==> config.mk <==
export PLATFORM = sky130hd
export DESIGN_NAME = serial_addsub_flat
export DESIGN_NICKNAME = d
export VERILOG_FILES = /design/src/rtl/serial_addsub_if.sv /design/src/rtl/serial_addsub.sv /design/src/flat_wrapper.sv
export SDC_FILE = /design/constraint.sdc
export NUM_CORES = 1
export LEC_CHECK = 0
export BUFFER_PORTS_ARGS = -buffer_cell sky130_fd_sc_hd__buf_4
export CORE_MARGIN = 2
export CORE_UTILIZATION = 50
export CTS_CLUSTER_DIAMETER = 120
export DETAILED_ROUTE_END_ITERATION = 8
export PLACE_DENSITY = 0.75
export SYNTH_ARGS = -nofsm -noshare
export SYNTH_HDL_FRONTEND = slang
export SYNTH_SLANG_ARGS = --single-unit
==> constraint.sdc <==
create_clock -name clk -period 2 [get_ports clk]
set_input_delay 0.3 -clock clk [delete_from_list [all_inputs] [get_ports clk]]
set_output_delay 0.3 -clock clk [all_outputs]
set_load 0.05 [all_outputs]
==> src/rtl/serial_addsub_if.sv <==
// Serial a/b operand bus between the operand generators and the bit-serial adder/subtractor.
// The master drives the operand bits and start/mode. The slave returns the serial and
// parallel results.
interface serial_addsub_if #(
  parameter int unsigned W = 8
);
  logic         start;
  logic         sub;
  logic         bit_valid;
  logic         a_in;
  logic         b_in;
  logic         busy;
  logic         s_out;
  logic         s_valid;
  logic         done;
  logic [W-1:0] result;
  logic         cout;
  logic         ovf;

  modport master (
    output start, sub, bit_valid, a_in, b_in,
    input  busy, s_out, s_valid, done, result, cout, ovf
  );

  modport slave (
    input  start, sub, bit_valid, a_in, b_in,
    output busy, s_out, s_valid, done, result, cout, ovf
  );
endinterface

==> src/rtl/serial_addsub.sv <==
// Bit-serial two's-complement adder/subtractor. Operands arrive LSB first, one bit per
// accepted cycle. Subtraction adds ~B with the carry preset to 1.
module serial_addsub #(
  parameter int unsigned W = 8
) (
  input logic             clk,
  input logic             rst_n,
  serial_addsub_if.slave  bus
);

  localparam int unsigned CW = (W > 1) ? $clog2(W) : 1;

  localparam logic [1:0] StIdle = 2'd0;
  localparam logic [1:0] StRun  = 2'd1;
  localparam logic [1:0] StDone = 2'd2;

  logic [1:0]    state_q, state_d;
  logic          mode_q, mode_d;
  logic          carry_q, carry_d;
  logic [CW-1:0] count_q, count_d;
  logic          s_out_q, s_out_d;
  logic          s_valid_q, s_valid_d;
  logic [W-1:0]  result_q, result_d;
  logic          cout_q, cout_d;
  logic          ovf_q, ovf_d;

  logic bb;
  logic sum_bit;
  logic carry_nx;
  logic last_bit;

  // Full-adder slice: B is inverted in subtract mode.
  always_comb begin
    bb       = bus.b_in ^ mode_q;
    sum_bit  = bus.a_in ^ bb ^ carry_q;
    carry_nx = (bus.a_in & bb) | (bus.a_in & carry_q) | (bb & carry_q);
    last_bit = (count_q == CW'(W - 1));
  end

  // Next-state logic for the IDLE -> RUN -> DONE sequence and the datapath registers.
  always_comb begin
    state_d   = state_q;
    mode_d    = mode_q;
    carry_d   = carry_q;
    count_d   = count_q;
    s_out_d   = s_out_q;
    s_valid_d = 1'b0;
    result_d  = result_q;
    cout_d    = cout_q;
    ovf_d     = ovf_q;
    unique case (state_q)
      StIdle: begin
        // A bit presented alongside start is deliberately not consumed.
        if (bus.start) begin
          state_d = StRun;
          mode_d  = bus.sub;
          carry_d = bus.sub;
          count_d = '0;
          cout_d  = 1'b0;
          ovf_d   = 1'b0;
        end
      end
      StRun: begin
        if (bus.bit_valid) begin
          carry_d   = carry_nx;
          s_out_d   = sum_bit;
          s_valid_d = 1'b1;
          result_d  = {sum_bit, result_q[W-1:1]};
          count_d   = count_q + CW'(1);
          if (last_bit) begin
            state_d = StDone;
            count_d = '0;
            cout_d  = carry_nx;
            // carry_q here is the carry into the MSB.
            ovf_d   = carry_q ^ carry_nx;
          end
        end
      end
      StDone: begin
        state_d = StIdle;
      end
      default: begin
        state_d = StIdle;
      end
    endcase
  end

  // State and datapath registers with asynchronous reset.
  always_ff @(posedge clk or negedge rst_n) begin
    if (!rst_n) begin
      state_q   <= StIdle;
      mode_q    <= 1'b0;
      carry_q   <= 1'b0;
      count_q   <= '0;
      s_out_q   <= 1'b0;
      s_valid_q <= 1'b0;
      result_q  <= '0;
      cout_q    <= 1'b0;
      ovf_q     <= 1'b0;
    end else begin
      state_q   <= state_d;
      mode_q    <= mode_d;
      carry_q   <= carry_d;
      count_q   <= count_d;
      s_out_q   <= s_out_d;
      s_valid_q <= s_valid_d;
      result_q  <= result_d;
      cout_q    <= cout_d;
      ovf_q     <= ovf_d;
    end
  end

  assign bus.busy    = (state_q == StRun);
  assign bus.done    = (state_q == StDone);
  assign bus.s_out   = s_out_q;
  assign bus.s_valid = s_valid_q;
  assign bus.result  = result_q;
  assign bus.cout    = cout_q;
  assign bus.ovf     = ovf_q;

endmodule

==> src/flat_wrapper.sv <==
// flat-port wrapper written by rule: the top's interface ports become plain ports
module serial_addsub_flat 
#(
  parameter int unsigned W = 8
)
  (clk, rst_n, bus_start, bus_sub, bus_bit_valid, bus_a_in, bus_b_in, bus_busy, bus_s_out, bus_s_valid, bus_done, bus_result, bus_cout, bus_ovf);
  serial_addsub_if #(.W(W)) bus_i ();
  input logic clk;
  input logic rst_n;
  input wire logic [$bits(bus_i.start)-1:0] bus_start;
  input wire logic [$bits(bus_i.sub)-1:0] bus_sub;
  input wire logic [$bits(bus_i.bit_valid)-1:0] bus_bit_valid;
  input wire logic [$bits(bus_i.a_in)-1:0] bus_a_in;
  input wire logic [$bits(bus_i.b_in)-1:0] bus_b_in;
  output wire logic [$bits(bus_i.busy)-1:0] bus_busy;
  output wire logic [$bits(bus_i.s_out)-1:0] bus_s_out;
  output wire logic [$bits(bus_i.s_valid)-1:0] bus_s_valid;
  output wire logic [$bits(bus_i.done)-1:0] bus_done;
  output wire logic [$bits(bus_i.result)-1:0] bus_result;
  output wire logic [$bits(bus_i.cout)-1:0] bus_cout;
  output wire logic [$bits(bus_i.ovf)-1:0] bus_ovf;
  assign bus_i.start = bus_start;
  assign bus_i.sub = bus_sub;
  assign bus_i.bit_valid = bus_bit_valid;
  assign bus_i.a_in = bus_a_in;
  assign bus_i.b_in = bus_b_in;
  assign bus_busy = bus_i.busy;
  assign bus_s_out = bus_i.s_out;
  assign bus_s_valid = bus_i.s_valid;
  assign bus_done = bus_i.done;
  assign bus_result = bus_i.result;
  assign bus_cout = bus_i.cout;
  assign bus_ovf = bus_i.ovf;
  serial_addsub #(.W(W)) u_core (.clk(clk), .rst_n(rst_n), .bus(bus_i));
endmodule
**After elaboration in Yosys (flattened, before gate mapping)**

Cells that the tools add are included.
Widths: inputs -> output; s select.

- Bits in registers: 19
- Input bits: 7
- Output and inout port bits: 14
- Logic and storage cells: 52

- Add/subtract/negate cells: 1
- Eq/ne operators: 6
- Mux-type cells: 20
- Bitwise gates (word level): 9
- Reductions and logical operators: 7

Operator list:

| operator | number |
|---|---|
| $mux 1 | 9 |
| $mux 3 | 3 |
| $mux 2 | 3 |
| $pmux 1 s2 | 3 |
| $pmux 3 s2 | 1 |
| $reduce_and 3->1 | 2 |
| $ne 2x2->1 const B | 2 |
| $pmux 2 s2 | 1 |
| $reduce_and 2->1 | 2 |
| $reduce_and 4->1 | 1 |
| $xor 1x1->1 | 4 |
| $add 3x1->3 const B | 1 |
| $and 1x1->1 | 3 |
| $eq 3x3->1 const B | 1 |
| $eq 2x1->1 const B | 1 |
| $eq 2x2->1 const B | 1 |
| $logic_not 2->1 | 1 |
| $ne 2x1->1 const B | 1 |
| $or 1x1->1 | 2 |
| $reduce_bool 2->1 | 1 |

**Depth between registers and ports, before layout**

Gate-level depths: netlist of the first run.

- Depth in word-level cells: 8
- Mapped depth: 5
- Mapped depth without buffers: 5

**Worst setup path before layout of the first run**

OpenSTA, ideal clock, no wires.

- Path kind: reg-to-reg
- Start point: register u_core.mode_q
- End point: register u_core.carry_q
- Setup time: 125 ps
- Arrival: 1442 ps
- Data required time: 1875 ps
- Setup slack: 433 ps
- Stages on the path, launching flop included: 5
- Path buffers: 0
- Period minus slack after synthesis: 1567 ps
- Path through: dfrtp_1 xor2_1 fa_1 mux2_2 mux2_2

- Longest elaborated chain between the ends: 6
- Elaborated cells on any way between the ends: 7
- Classes of those cells: 2 x mux; 5 x bitwise

RTL lines:

| what | line | RTL |
|---|---|---|
| start, declared | serial_addsub.sv:18 | `logic mode_q, mode_d;` |
| start signal, assigned | serial_addsub.sv:102 | `mode_q <= mode_d;` |
| $xor 1x1->1 * | serial_addsub.sv:34 | `bb = bus.b_in ^ mode_q;` |
| $and 1x1->1 | serial_addsub.sv:36 | `carry_nx = (bus.a_in & bb) \| (bus.a_in & carry_q) \| (bb & carry_q);` |
| $or 1x1->1 | serial_addsub.sv:36 |  |
| $or 1x1->1 * | serial_addsub.sv:36 |  |
| $mux 1 * | serial_addsub.sv:64 | `if (bus.bit_valid) begin` |
| $pmux 1 s2 * | serial_addsub.sv:51 | `unique case (state_q)` |
| end signal, assigned | serial_addsub.sv:103 | `carry_q <= carry_d;` |
| end, declared | serial_addsub.sv:19 | `logic carry_q, carry_d;` |

Every way passes the cells marked *; elsewhere a longest branch is shown, timed or not. The select of a mux whose other input is x is not followed.
A chain may end at the register's enable or synchronous reset.

**Worst setup path in the final report of the first run**

Same ends and word-level chain as after synthesis.

==> flow_summary.yaml, run 1 <==
final_layout:
  nNetsFinal: 97
  regArea_um2: 450
  post_route_cells_drive_above_1_share_pct: 47.7
  multiInputGateArea_um2: 365
  count_of_inserted_antenna_diode_cells: 0
  area_growth_pct: 22.2
  n_fill_cell: 134
setup_path:
  critical_path.endpoint_type: "flop"
  crit_arrival_ns: 1.82
  critPathTopFamily: "multiplexers"
  cp_slowest_cell: "sky130_fd_sc_hd__fa_1"
  critical_path.startpoint_type: "flop"
  buf_inv_on_cp: 0
  crit_path_max_incr_delay_ns: 0.42
  critPathKind: "flop to flop"
  cp_max_fo: 3
  worstPathRequired_ns: 2.19
  critical_path.cell_chain: "xor2_1 > fa_1 > mux2_2 > mux2_2"
  path_common_cell: "sky130_fd_sc_hd__mux2_2"
sta:
  setup_viol: 0
  max_slew.worst_pin.slew_ns: 0.380
  worst_clock_skew_ns: 0.00219
  finalMaxSlewViolations: 0
  final.setup.tns_ns: 0
  final_hold_slack_ns: 0.227
  period_share_pct: 81.5
  fmax_ghz: 0.613
  setup_repair_after_global_routing_missed_its_margin: "false"
  slew_headroom_pct: 74.7
  finalHoldViolCount: 0
  finalCriticalPeriod_ns: 1.63
floorplan:
  die_height_um: 45.4
  io-pin-count: 21
  floorplan.initialDensity_pct: 55.0
  rows: 14
  die_x_um: 45.4
  core_area_um2: 1560
  dieArea_um2: 2060
detailed_routing:
  postRouteAntennaNets: 0
  via_per_inst: 5.25
  firstDrtPassIters: 4
  drc: 0
  wirelength_per_cell_um: 13.1
  drt_iter0_markers: 2
  routed_wl_mm: 1.34
  vias: 536
clocking:
  worst_skew_pair.late_latency_ns: 0.29
  ctsRootBufferMaster: "sky130_fd_sc_hd__clkbuf_4"
  clk_pin_slew_worst_paths_ns: 0.10
  tritoncts: "built"
  clock_path_buffers: 2
  cts_max_level: 1
  cts_inserted_buffers: 3
  clock_sinks: 18
global_routing:
  grt_first_pass_wirelength_mm: 2.40
  initial_antenna_violation_count: 0
  grt_use_total_pct: 16.7
  grt_start_max_net_pins: 19
  grt_pass1_vias: 560
  grt.overflow.total: 0
worst_hold_path:
  hp-class: "primary input to flop"
yosys:
  synth_top_area_share_pct: 52.6
  synthesis.nets: 74
  post_synth.cell_area_avg_um2: 13.4
  synth_largest_area_cell: "sky130_fd_sc_hd__dfrtp_1"
  synth_area_um2: 857
  post_synth_num_cell_types: 23
  syn_inst_count: 64
  synth_top_cells_by_area: "sky130_fd_sc_hd__dfrtp_1 53%, sky130_fd_sc_hd__mux2_2 16%, sky130_fd_sc_hd__ha_1 2.9%, sky130_fd_sc_hd__fa_1 2.3%, sky130_fd_sc_hd__mux2i_1 2.3%"
  synth-seq-area-share_pct: 52.6
  ys_seq_elements: 18
  ys.warnings.count: 0
run_status:
  status: "completed"
placed_design:
  post-dp-hpwl_mm: 1.03
  port_buffers: 20
  final_weighted_congestion_of_routability_driven_global_placement: 0.780
run:
  max_cap_violations: 0
-- synth_stat cells, drive strengths merged --
master,count
dfrtp,18
mux2,12
nand2,5
inv,4
buf,3
nand3,3
nor2,3
ha,2
mux2i,2
a21oi,1
a221o,1
a311oi,1
and2b,1
fa,1
nand2b,1
nor2b,1
nor3b,1
o211a,1
or3,1
xnor2,1
xor2,1
-- final cells by class --
type | count | share of cell area, %
sequential | 18 | 43.0
multi-input combinational | 39 | 34.9
timing repair buffer | 21 | 15.3
clock buffer | 4 | 3.46
tap | 16 | 1.91
inverter | 4 | 1.43
-- kinds of logic after synthesis --
| kind of cell | synth area share [%] |
|---|---|
| XOR/XNOR | 2.04 |
| adder cells (fa/ha/maj) | 5.26 |
| multiplexers | 18.1 |
| buffers and inverters | 4.82 |
| AND/OR/NAND/NOR | 12.0 |
| flip-flops | 52.6 |
| AO/OA/AOI/OAI | 5.26 |
-- what timing repair did --
action | in CTS | in global routing
gates resized for setup | 0 | 0
buffers inserted | 0 | 0
hold endpoints to repair | 18 | 0
hold buffers | 1 | 0
-- metrics by stage --
stage          setup slack (ns)  instances  utilization (%)  cell area, um2
3_3_place_gp              0.385         97             64.2            1000
4_1_cts                   0.358        102             67.2            1050
5_1_grt                   0.315        102             67.2            1050
6_report                  0.369        102             67.2            1050
3_5_place_dp              0.359         97             64.2            1000
2_1_floorplan             0.433         64                -             857
-- routing by layer --
layer  GRT usage, %  wire length [um]
met1           19.0               563
met3           5.95                75
met5              0                 0
met4           7.06                12
met2           28.2               685
-- sequential cells by signal (all words and copies together) (netlist names) --
name                cells
u_core.bus.cout         1
u_core.bus.ovf          1
u_core.bus.result       7
u_core.bus.s_out        1
u_core.bus.s_valid      1
u_core.carry_q          1
u_core.count_q          3
u_core.mode_q           1
u_core.state_q          2
-- worst reg2reg max path, cell delays in order, from the launching register on --
cell,delay (ns)
sky130_fd_sc_hd__dfrtp_1,0.40
sky130_fd_sc_hd__xor2_1,0.17
sky130_fd_sc_hd__fa_1,0.42
sky130_fd_sc_hd__mux2_2,0.28
sky130_fd_sc_hd__mux2_2,0.25
-- cells in the final DEF, fill, tap and decap left out, drive strengths merged --
| master | n |
|---|---|
| a21oi | 1 |
| a221o | 1 |
| a311oi | 1 |
| and2b | 1 |
| buf | 20 |
| clkbuf | 4 |
| dfrtp | 18 |
| dlygate4sd3 | 1 |
| fa | 1 |
| ha | 2 |
| inv | 4 |
| mux2 | 12 |
| mux2i | 2 |
| nand2 | 5 |
| nand2b | 1 |
| nand3 | 3 |
| nor2 | 3 |
| nor2b | 1 |
| nor3b | 1 |
| o211a | 1 |
| or3 | 1 |
| xnor2 | 1 |
| xor2 | 1 |
-- worst paths after layout --
path,start,to,slack (ns),cells past startpoint
worst max register to register,u_core.mode_q,u_core.carry_q,0.37,4
worst max-delay path,u_core.mode_q,u_core.carry_q,0.37,4
min in group asynchronous,rst_n,u_core.bus.result[0],0.40,2
worst min-delay path,bus_bit_valid,u_core.state_q[0],0.23,2
max in group asynchronous,rst_n,u_core.mode_q,1.41,2
worst min register to register,u_core.bus.result[0],u_core.bus.result[0],0.52,1
Power of run 1 is left out: the tool's default activity adds up to more than one toggle a clock period on the data nets, which glitch-free logic cannot reach.
==> inputs of run 2 (changes only) <==
==> constraint.sdc (replaced) <==
create_clock -name clk -period 1.6 [get_ports clk]
set_input_delay 0.24 -clock clk [delete_from_list [all_inputs] [get_ports clk]]
set_output_delay 0.24 -clock clk [all_outputs]
set_load 0.05 [all_outputs]
==> flow_summary.yaml, run 2 (synthesized netlist as in run 1, its figures left out) <==
worst_hold_path:
  min_path_cells: 2
  hold_end: "u_core.state_q[0]"
  worst_hold_startpoint: "bus_bit_valid"
  hp-class: "primary input to flop"
global_routing:
  grt_start_max_net_pins: 19
  grt_first_pass_wirelength_mm: 2.42
  initial_antenna_violation_count: 0
  grt_pass1_vias: 561
  grt.overflow.total: 0
  grt_use_total_pct: 17.2
clocking:
  cts_max_level: 1
  clock_path_buffers: 2
  cts_inserted_buffers: 3
  ctsRootBufferMaster: "sky130_fd_sc_hd__clkbuf_4"
  worst_skew_pair.late_latency_ns: 0.29
  tritoncts: "built"
  clock_sinks: 18
  clk_pin_slew_worst_paths_ns: 0.10
sta:
  finalCriticalPeriod_ns: 1.55
  worst_clock_skew_ns: 0.00165
  finalHoldViolCount: 0
  finalMaxSlewViolations: 0
  period_share_pct: 97.0
  max_slew.worst_pin.slew_ns: 0.385
  fmax_ghz: 0.644
  setup_viol: 0
  slew_headroom_pct: 74.3
setup_path:
  crit_arrival_ns: 1.74
  critical_path.endpoint_type: "flop"
  reg2regPathDepth: 4
  critical_path.startpoint_type: "flop"
  r2r-start: "u_core.mode_q"
  regToRegEndpoint: "u_core.carry_q"
  worstPathRequired_ns: 1.79
  cp_max_fo: 3
  critPathKind: "flop to flop"
  setup.reg_to_reg.worst_slack_ns: 0.05
final_layout:
  nNetsFinal: 97
  number_of_flip_flops_under_the_largest_register_name: 7
  post_route_cells_drive_above_1_share_pct: 50.0
  count_of_inserted_antenna_diode_cells: 0
  mostFrequentLayoutCell: "sky130_fd_sc_hd__buf_4"
  layout.cells.non_filler: 102
  layout.cells.most_common_list: "20 x sky130_fd_sc_hd__buf_4, 17 x sky130_fd_sc_hd__dfrtp_1, 11 x sky130_fd_sc_hd__mux2_2"
  area_growth_pct: 23.1
run:
  max_cap_violations: 0
placed_design:
  post-dp-hpwl_mm: 1.06
  port_buffers: 20
  post-place-cells: 97
  final_weighted_congestion_of_routability_driven_global_placement: 0.777
floorplan:
  dieArea_um2: 2060
  die_x_um: 45.4
  core_area_um2: 1560
  rows: 14
  io-pin-count: 21
  die_height_um: 45.4
  floorplan.initialDensity_pct: 55.0
detailed_routing:
  drc: 0
  postRouteAntennaNets: 0
  vias: 532
  wirelength_per_cell_um: 13.9
  routed_wl_mm: 1.42
  via_per_inst: 5.22
  drt_iter0_markers: 4
  firstDrtPassIters: 2
run_status:
  status: "completed"
[run 2: cell counts in the layout (fill, tap and decap cells not counted)]
No cell type changed its count.
[run 2: layout make-up]
type / instances / area (um2)
inverters: 4 / 15.0
clock buffers: 4 / 36.3
fillers: 116 / 504
well taps: 16 / 20.0
multi-input cells: 39 / 372
repair buffers: 21 / 160
flip-flops and latches: 18 / 452
[run 2: critical path, cell delays in order, from the launching register on]
cell	delay [ns]
sky130_fd_sc_hd__dfrtp_1	0.40
sky130_fd_sc_hd__xor2_1	0.17
sky130_fd_sc_hd__fa_2	0.36
sky130_fd_sc_hd__mux2_4	0.26
sky130_fd_sc_hd__mux2_2	0.25
[run 2: through the flow]
step                      hold slack (ns)  area, um2  util [%]  TNS [ns]  worst slack [ns]
after CTS                           0.174       1050      67.3         0            0.0450
after global placement              0.119       1000      64.2         0            0.0129
after floorplan                   -0.0556        857         -         0            0.0334
after global routing                0.164       1050      67.7  -0.00373          -0.00373
after detailed placement            0.119       1000      64.2         0           0.00113
final                               0.167       1050      67.7         0            0.0481
[run 2: layer usage]
layer	vias to the layer above	track usage, %	share of wire (%)
li1	262	-	-
met2	16	28.2	49
met5	-	0	0
met4	0	10.6	0.98
met1	252	20.5	45
met3	2	3.57	4.6
[run 2: how the worst max path moves through the flow]
stage               slack [ns]          start             end  cells past startpoint
global placement          0.01  u_core.mode_q  u_core.carry_q                      4
detailed placement       0.001  u_core.mode_q  u_core.carry_q                      4
global route            -0.004  u_core.mode_q  u_core.carry_q                      4
finish                    0.05  u_core.mode_q  u_core.carry_q                      4
floorplan                 0.03  u_core.mode_q  u_core.carry_q                      4
CTS                       0.04  u_core.mode_q  u_core.carry_q                      4
[run 2: repair_timing]
action | 4_1_cts | 5_1_grt
gates cloned | 0 | 0
setup buffers | 0 | 0
hold buffers | 1 | 0
gates resized for setup | 1 | 2
endpoints found under the hold margin | 18 | 0
setup endpoints to repair | 1 | 2
Power of run 2 is left out for the same reason.
